**src/rtl/jstk_spi_responder_pkg.sv**
```systemverilog
// Shared constants and state type for the PmodJSTK SPI responder.
// The LED command byte is what a real initiator puts in the first byte of its frame.
package jstk_pkg;

  localparam int FRAME_BITS_DEFAULT = 40;
  localparam int FRAME_BYTES        = 5;
  localparam logic [7:0] LED_CMD    = 8'h84;

  typedef enum logic [1:0] {
    IDLE  = 2'd0,
    SHIFT = 2'd1,
    DONE  = 2'd2
  } state_e;

endpackage

```
**src/rtl/jstk_spi_responder_pin_sync.sv**
```systemverilog
// Two-flop synchronizer for one asynchronous SPI pin, followed by a history flop
// so the caller gets the synchronized level plus single-cycle rise/fall strobes.
module spi_pin_sync #(
  parameter logic RESET_VAL = 1'b0
) (
  input  logic clk_i,
  input  logic reset_i,
  input  logic pin_i,
  output logic level_o,
  output logic rise_o,
  output logic fall_o
);

  logic meta_q, meta_d;
  logic sync_q, sync_d;
  logic hist_q, hist_d;

  always_comb begin
    meta_d = pin_i;
    sync_d = meta_q;
    hist_d = sync_q;
  end

  always_ff @(posedge clk_i) begin
    if (reset_i) begin
      meta_q <= RESET_VAL;
      sync_q <= RESET_VAL;
      hist_q <= RESET_VAL;
    end else begin
      meta_q <= meta_d;
      sync_q <= sync_d;
      hist_q <= hist_d;
    end
  end

  assign level_o = sync_q;
  assign rise_o  = sync_q & ~hist_q;
  assign fall_o  = ~sync_q & hist_q;

endmodule

```
**src/rtl/jstk_spi_responder.sv**
```systemverilog
// Mode-0 SPI responder emulating a PmodJSTK: shifts tx_data_i out MSB first and
// captures the initiator's command frame, all oversampled in the clk_i domain.
module jstk_spi_responder
  import jstk_pkg::*;
#(
  parameter int FRAME_BITS = FRAME_BITS_DEFAULT
) (
  input  logic                  clk_i,
  input  logic                  reset_i,
  input  logic                  spi_cs_i,
  input  logic                  spi_sck_i,
  input  logic                  spi_sd_i,
  output logic                  spi_sd_o,
  input  logic [FRAME_BITS-1:0] tx_data_i,
  output logic [FRAME_BITS-1:0] rx_data_o,
  output logic                  rx_valid_o,
  output logic                  err_o,
  output logic                  busy_o
);

  localparam int CNT_W = $clog2(FRAME_BITS + 1);
  localparam logic [CNT_W-1:0] LAST_CNT = CNT_W'(FRAME_BITS);
  localparam logic [CNT_W-1:0] PRE_LAST_CNT = CNT_W'(FRAME_BITS - 1);

  logic cs_lvl, cs_rise, cs_fall;
  logic sck_lvl, sck_rise, sck_fall;
  logic sd_lvl, sd_rise, sd_fall;
  logic unused_pin_strobes;

  spi_pin_sync #(.RESET_VAL(1'b1)) u_cs_sync (
    .clk_i(clk_i), .reset_i(reset_i), .pin_i(spi_cs_i),
    .level_o(cs_lvl), .rise_o(cs_rise), .fall_o(cs_fall)
  );

  spi_pin_sync #(.RESET_VAL(1'b0)) u_sck_sync (
    .clk_i(clk_i), .reset_i(reset_i), .pin_i(spi_sck_i),
    .level_o(sck_lvl), .rise_o(sck_rise), .fall_o(sck_fall)
  );

  spi_pin_sync #(.RESET_VAL(1'b0)) u_sd_sync (
    .clk_i(clk_i), .reset_i(reset_i), .pin_i(spi_sd_i),
    .level_o(sd_lvl), .rise_o(sd_rise), .fall_o(sd_fall)
  );

  assign unused_pin_strobes = ^{sck_lvl, sd_rise, sd_fall};

  // rx_valid_o and err_o are single-cycle pulses with no ready/backpressure:
  // a consumer must take rx_data_o in the cycle rx_valid_o is high or lose it.
  state_e                state_q, state_d;
  logic [FRAME_BITS-1:0] tx_sr_q, tx_sr_d;
  logic [FRAME_BITS-1:0] rx_sr_q, rx_sr_d;
  logic [FRAME_BITS-1:0] rx_data_q, rx_data_d;
  logic [CNT_W-1:0]      cnt_q, cnt_d;
  logic                  rx_valid_q, rx_valid_d;
  logic                  err_q, err_d;
  logic [1:0]            flush_q, flush_d;

  always_comb begin
    state_d    = state_q;
    tx_sr_d    = tx_sr_q;
    rx_sr_d    = rx_sr_q;
    rx_data_d  = rx_data_q;
    cnt_d      = cnt_q;
    rx_valid_d = 1'b0;
    err_d      = 1'b0;
    flush_d    = (flush_q == 2'd3) ? flush_q : flush_q + 2'd1;

    unique case (state_q)
      IDLE: begin
        // The CS chain resets high, so a pin held low through reset would look
        // like a falling edge until the history flop holds a real sample.
        if (cs_fall && (flush_q == 2'd3)) begin
          tx_sr_d = tx_data_i;
          rx_sr_d = '0;
          cnt_d   = '0;
          state_d = SHIFT;
        end
      end
      SHIFT: begin
        if (cnt_q == LAST_CNT) begin
          rx_data_d  = rx_sr_q;
          rx_valid_d = 1'b1;
          state_d    = DONE;
        end else begin
          if (sck_rise) begin
            rx_sr_d = {rx_sr_q[FRAME_BITS-2:0], sd_lvl};
            cnt_d   = cnt_q + 1'b1;
          end
          if (sck_fall) begin
            tx_sr_d = {tx_sr_q[FRAME_BITS-2:0], 1'b0};
          end
          // A CS rise alongside the final sample still completes the frame;
          // DONE then leaves on the CS level.
          if (cs_rise && !(sck_rise && (cnt_q == PRE_LAST_CNT))) begin
            err_d   = 1'b1;
            state_d = IDLE;
          end
        end
      end
      DONE: begin
        if (cs_lvl) begin
          state_d = IDLE;
        end
      end
      default: state_d = IDLE;
    endcase
  end

  always_ff @(posedge clk_i) begin
    if (reset_i) begin
      state_q    <= IDLE;
      tx_sr_q    <= '0;
      rx_sr_q    <= '0;
      rx_data_q  <= '0;
      cnt_q      <= '0;
      rx_valid_q <= 1'b0;
      err_q      <= 1'b0;
      flush_q    <= 2'd0;
    end else begin
      state_q    <= state_d;
      tx_sr_q    <= tx_sr_d;
      rx_sr_q    <= rx_sr_d;
      rx_data_q  <= rx_data_d;
      cnt_q      <= cnt_d;
      rx_valid_q <= rx_valid_d;
      err_q      <= err_d;
      flush_q    <= flush_d;
    end
  end

  assign spi_sd_o   = (state_q == SHIFT) & tx_sr_q[FRAME_BITS-1];
  assign rx_data_o  = rx_data_q;
  assign rx_valid_o = rx_valid_q;
  assign err_o      = err_q;
  assign busy_o     = (state_q != IDLE);

endmodule

```
**config.mk**
```make
export PLATFORM = sky130hd
export DESIGN_NAME = jstk_spi_responder
export DESIGN_NICKNAME = d
export VERILOG_FILES = /design/src/rtl/jstk_spi_responder_pkg.sv /design/src/rtl/jstk_spi_responder_pin_sync.sv /design/src/rtl/jstk_spi_responder.sv
export SDC_FILE = /design/constraint.sdc
export NUM_CORES = 1
export LEC_CHECK = 0
export ABC_CLOCK_PERIOD_IN_PS = 3700
export CAP_MARGIN = 30
export CORE_ASPECT_RATIO = 0.6
export CORE_MARGIN = 2
export CORE_UTILIZATION = 57
export DETAILED_ROUTE_END_ITERATION = 10
export GPL_TIMING_DRIVEN = 0
export PLACE_DENSITY = 0.9
export SLEW_MARGIN = 20
export SYNTH_ARGS = -nofsm -noshare
export SYNTH_HDL_FRONTEND = slang
export SYNTH_HIERARCHICAL = 1
export SYNTH_SLANG_ARGS = --single-unit
```
**constraint.sdc**
```tcl
create_clock -name clk_i -period 3.7 [get_ports clk_i]
set_input_delay 0.74 -clock clk_i [delete_from_list [all_inputs] [get_ports clk_i]]
set_output_delay 0.74 -clock clk_i [all_outputs]
set_load 0.05 [all_outputs]
```
-- Word level (Yosys, flattened, before mapping)
Index checks and enable logic that the tools add are counted.
- add/sub/neg operators: 2
- equality and inequality tests: 11
- muxes and demuxes: 19
- bitwise operators: 10
- reduce and logical (&&, ||, !) cells: 13
- operators with widths (kind ; count):
    two-way mux 40 bit ; 6
    one-hot mux 40 bit (2 select lines) ; 2
    two-way mux 6 bit ; 3
    equality test 6 bit (second input constant) ; 2
    one-hot mux 6 bit (2 select lines) ; 1
    two-way mux 2 bit ; 4
    != test 2 bit (second input constant) ; 4
    AND reduction 4 bit ; 2
    adder 6 x 1 -> 6 bit (second input constant) ; 1
    one-hot mux 2 bit (3 select lines) ; 1
    AND 1 bit ; 5
    inverter 1 bit ; 5
    equality test 2 bit (second input constant) ; 2
    nonzero test 2 bit ; 2
    logical AND 1 bit ; 3
    != test 3 bit (second input constant) ; 1
    AND reduction 3 bit ; 1
    OR reduction 3 bit ; 1
    adder 2 x 1 -> 2 bit (second input constant) ; 1
    equality test 2 x 1 -> 1 bit (second input constant) ; 1
    logical NOT 2 bit ; 1
    two-way mux 1 bit ; 2
    != test 2 x 1 -> 1 bit (second input constant) ; 1
    AND reduction 2 bit ; 1
    other kinds (2) ; 2
- register bits after elaboration: 140
- input bits: 45
- output and inout port bits: 44
- word-level logic and storage cells: 71

-- Longest topological paths before layout
- depth after elaboration: 8
- gate-level depth with buffers: 8
- depth with buffers taken out: 6

-- Cells and area by module
Netlist, hierarchy kept.
- modules (own cells, without submodules) (module ; times used ; cells an instance ; area an instance (um^2) ; seq. area each (um^2)):
    jstk_spi_responder ; 1 ; 528 ; 5181.2 ; 2642.5
    spi_pin_sync (u_sck_sync ...) ; 2 ; 8 ; 91.3 ; 60.1
    spi_pin_sync (u_cs_sync) ; 1 ; 8 ; 92.6 ; 60.1

-- Least setup slack after synthesis
No wires, ideal clock.
- kind: flip-flop to output port
- start point: register state_q[1]
- end point: output port spi_sd_o
- data arrival time: 1.129 ns
- data required time: 2.960 ns
- slack: 1.831 ns
- cell stages (with the launch flop): 4
- path buffers: 1
- cell sequence: dfxtp_1 -> buf_2 -> and2b_2 -> and2_1
- longest elaborated chain between the ends: 2
- ends and longest elaborated chain (item ; RTL line ; RTL):
    start, declared ; jstk_spi_responder.sv:49 ; state_e state_q, state_d;
    start signal, assigned ; jstk_spi_responder.sv:120 ; state_q <= state_d;
    equality test 2 x 1 -> 1 bit ; jstk_spi_responder.sv:131 ; assign spi_sd_o = (state_q == SHIFT) & tx_sr_q[FRAME_BITS-1];
    AND 1 bit ; jstk_spi_responder.sv:131 ;
    end, declared ; jstk_spi_responder.sv:13 ; output logic spi_sd_o,
Every way passes these cells.

-- Worst setup path in the final report
Ends and elaborated chain as after synthesis.

==> summary.md <==
| Metric | Value |
|---|---|
| Critical path type | `flop to primary output` |
| Routability-driven placement congestion ratio | `0.849` |
| GRT Resource Usage Total | `27.3%` |
| Reg-to-reg endpoint | `tx_sr_q[6]` |
| Combined area of all synthesized cells | `5420 um^2` |
| Fmax | `343 MHz` |
| Data arrival time of the worst path | `2.18 ns` |
| Biggest fanout along the worst timing path | `10` |
| CTS clock-pin slew for the worst setup and hold paths | `0.06 ns` |
| Type of the worst min-delay path | `flop to flop` |
| Overall die height | `79.5 um` |
| Synthesized instance count | `548` |
| WL per Instance | `17.1 um` |
| Number of top-level design ports | `89` |
| Shortest clock period the worst path allows after layout | `2.92 ns` |
| Unrepaired setup endpoints after global routing | `no` |
| Htree depth | `4` |
| Worst Setup Start Kind | `flop` |
| Number of port buffers | `88` |
| Setup TNS | `0 ns` |
| Fraction of layout cells with a size suffix above 1 | `11.5%` |
| Global-route wire length before repair | `21900 um` |
| Via count | `4712` |
| Layout Area Growth over Synthesis | `30.6%` |
| Setup slack after layout | `0.781 ns` |
| Post-CTS Hold Buffers | `0` |
| Hpwl dp | `9090 um` |
| Fill cell count | `592` |
| Number of warning messages in the yosys log | `6` |
| Number of global-route vias before repair | `4495` |
| Maximum number of pins on one net before global-route repair | `17` |
| Die Outline Area | `10300 um^2` |
| Layout net count | `703` |
| Die width | `130 um` |
| Relative slew slack | `51.1%` |
| Iteration-0 DRC Markers | `433` |
| Max Root-Sink Buffers | `2` |
| Later-pin clock latency in the skew report | `0.42 ns` |
| Worst Path Required | `2.96 ns` |
| Clock tree from TritonCTS | `done` |
| Post-detailed-route count of antenna-violating nets | `0` |
| FF-to-FF Start | `cnt_q[0]` |
| Status | `finished clean` |
| Pwr per Cell Area | `490 nW/um^2` |
| Residual DRC count | `0` |
| Maximum resistive drop on vdd | `0.000364 V` |
| FF/Latch Area | `2800 um^2` |
| Reported max-cap violation count | `0` |
| Core occupancy in the finished layout | `77.0%` |
| Number of antenna repair diodes | `0` |
| Length in cells of the worst reg-to-reg path | `7` |
| Non-filler cells, final | `798` |
| Via density per instance | `5.90` |
| Standard-cell rows | `27` |
| Count of TritonRoute iterations in the first routing pass | `6` |
| Buffer count from post-CTS setup fixing | `0` |
| Area of the multi-input gates | `2350 um^2` |
| Final Hold Viols | `0` |
| Sort of element at the end of the critical path | `primary output` |
| Setup slack, reg-to-reg | `1.70 ns` |
| Worst slew pin tran | `0.733 ns` |
| Standby leakage power | `2.51 nW` |
| Starting density of the core | `59.0%` |
| Root buffer cell | `clkbuf_16` |
| Finish-stage setup viols | `0` |
| Max Transition Viols Final | `0` |
| Clock Sinks | `140` |
| Post-Route Hold Slack | `0.431 ns` |
| Post-CTS resize count | `0` |
| Crit share post-route | `78.9%` |
| Antenna violations before repair | `0` |
| Worst setup slack after placement | `0.928 ns` |
| Floorplan core area | `9190 um^2` |
| Final routed wirelength across all metal layers | `13600 um` |
| Number of CTS-inserted buffers | `17` |
| Startpoint of the most critical setup path | `state_q[1]` |
| Instance count after placement with tap cells included | `766` |
| Global route total overflow | `0` |
| Critical path capture point | `spi_sd_o` |
| Clock tree skew after final layout | `0.0107 ns` |
| Synthesized netlist net count | `596` |
| Synthesized area divided by synthesized cell count | `9.89 um^2` |
-- worst min-delay path by stage --
stage	end	depth (start not counted)	startpoint	slack, ns
floorplan	u_cs_sync/level_o	1	u_cs_sync/meta_q	0.38
global placement	u_cs_sync/level_o	1	u_cs_sync/meta_q	0.39
detailed placement	u_cs_sync/level_o	1	u_cs_sync/meta_q	0.42
global route	u_cs_sync/level_o	1	u_cs_sync/meta_q	0.44
CTS	u_cs_sync/level_o	1	u_cs_sync/meta_q	0.43
finish	u_cs_sync/level_o	1	u_cs_sync/meta_q	0.43
-- layout by cell type (no fill, tap or decap), drive strengths merged, types with 2 or more instances in the layout --
cell / n
dfxtp: 140
nand2: 93
clkdlybuf4s50: 88
mux2i: 44
o21ai: 41
o31ai: 41
clkbuf: 41
nand4: 39
a22o: 39
buf: 28
nor2b: 9
nor2: 9
inv: 7
nand3: 5
a21oi: 5
bufinv: 4
ha: 3
clkinv: 3
clkinvlp: 3
or2: 3
a31oi: 3
nand3b: 2
and3b: 2
or3: 2
nand4b: 2
and2b: 2
-- sequential cells by signal (all words and copies together) (netlist names) --
name                flops
rx_data_o              40
u_sd_sync/meta_q        1
u_sck_sync/meta_q       1
u_sck_sync/hist_q       1
flush_q                 2
u_sck_sync/level_o      1
state_q                 2
rx_valid_o              1
rx_sr_q                40
u_sd_sync/level_o       1
tx_sr_q                40
err_o                   1
u_cs_sync/level_o       1
u_cs_sync/hist_q        1
cnt_q                   6
u_cs_sync/meta_q        1
-- layer usage --
layer	vias to the layer above	GRT usage, %	part of all wire [%]
li1	2200	-	-
met1	2276	36.7	46
met2	196	41.6	46
met3	40	6.23	5.6
met4	0	13.3	2.3
met5	-	0	0
-- cell type report --
| cell class | instances | area share [%] |
|---|---|---|
| clock inverters | 11 | 2.35 |
| plain buffers | 48 | 3.43 |
| multi-input cells | 354 | 33.2 |
| inverters | 6 | 0.318 |
| repair buffers | 88 | 12.4 |
| well taps | 130 | 2.30 |
| flip-flops and latches | 140 | 39.6 |
| clock buffers | 21 | 6.36 |
-- worst max-delay path: stages (launching register included) --
cell and delay, ns:
dfxtp_1 0.30, buf_2 0.18, and2b_2 0.33, and2_1 0.15
clkdlybuf4s50_1 0.79
-- power by group --
| part | leakage (nW) | switching [W] | internal (W) | total [W] |
|---|---|---|---|---|
| combinational | 1.09 | 0.0000815 | 0.0000740 | 0.000156 |
| sequential | 1.13 | 0.00000758 | 0.00152 | 0.00153 |
| clock | 0.293 | 0.000638 | 0.00114 | 0.00178 |
| total | 2.51 | 0.000728 | 0.00274 | 0.00347 |
-- through the flow --
stage / total power [W] / cell area [um^2]
4_1_cts: 0.00347 / 7080
5_1_grt: 0.00355 / 7080
2_1_floorplan: 0.00164 / 5420
6_report: 0.00347 / 7080
3_3_place_gp: 0.00170 / 6460
3_5_place_dp: 0.00171 / 6460
Power figures use the tool's default switching activity.
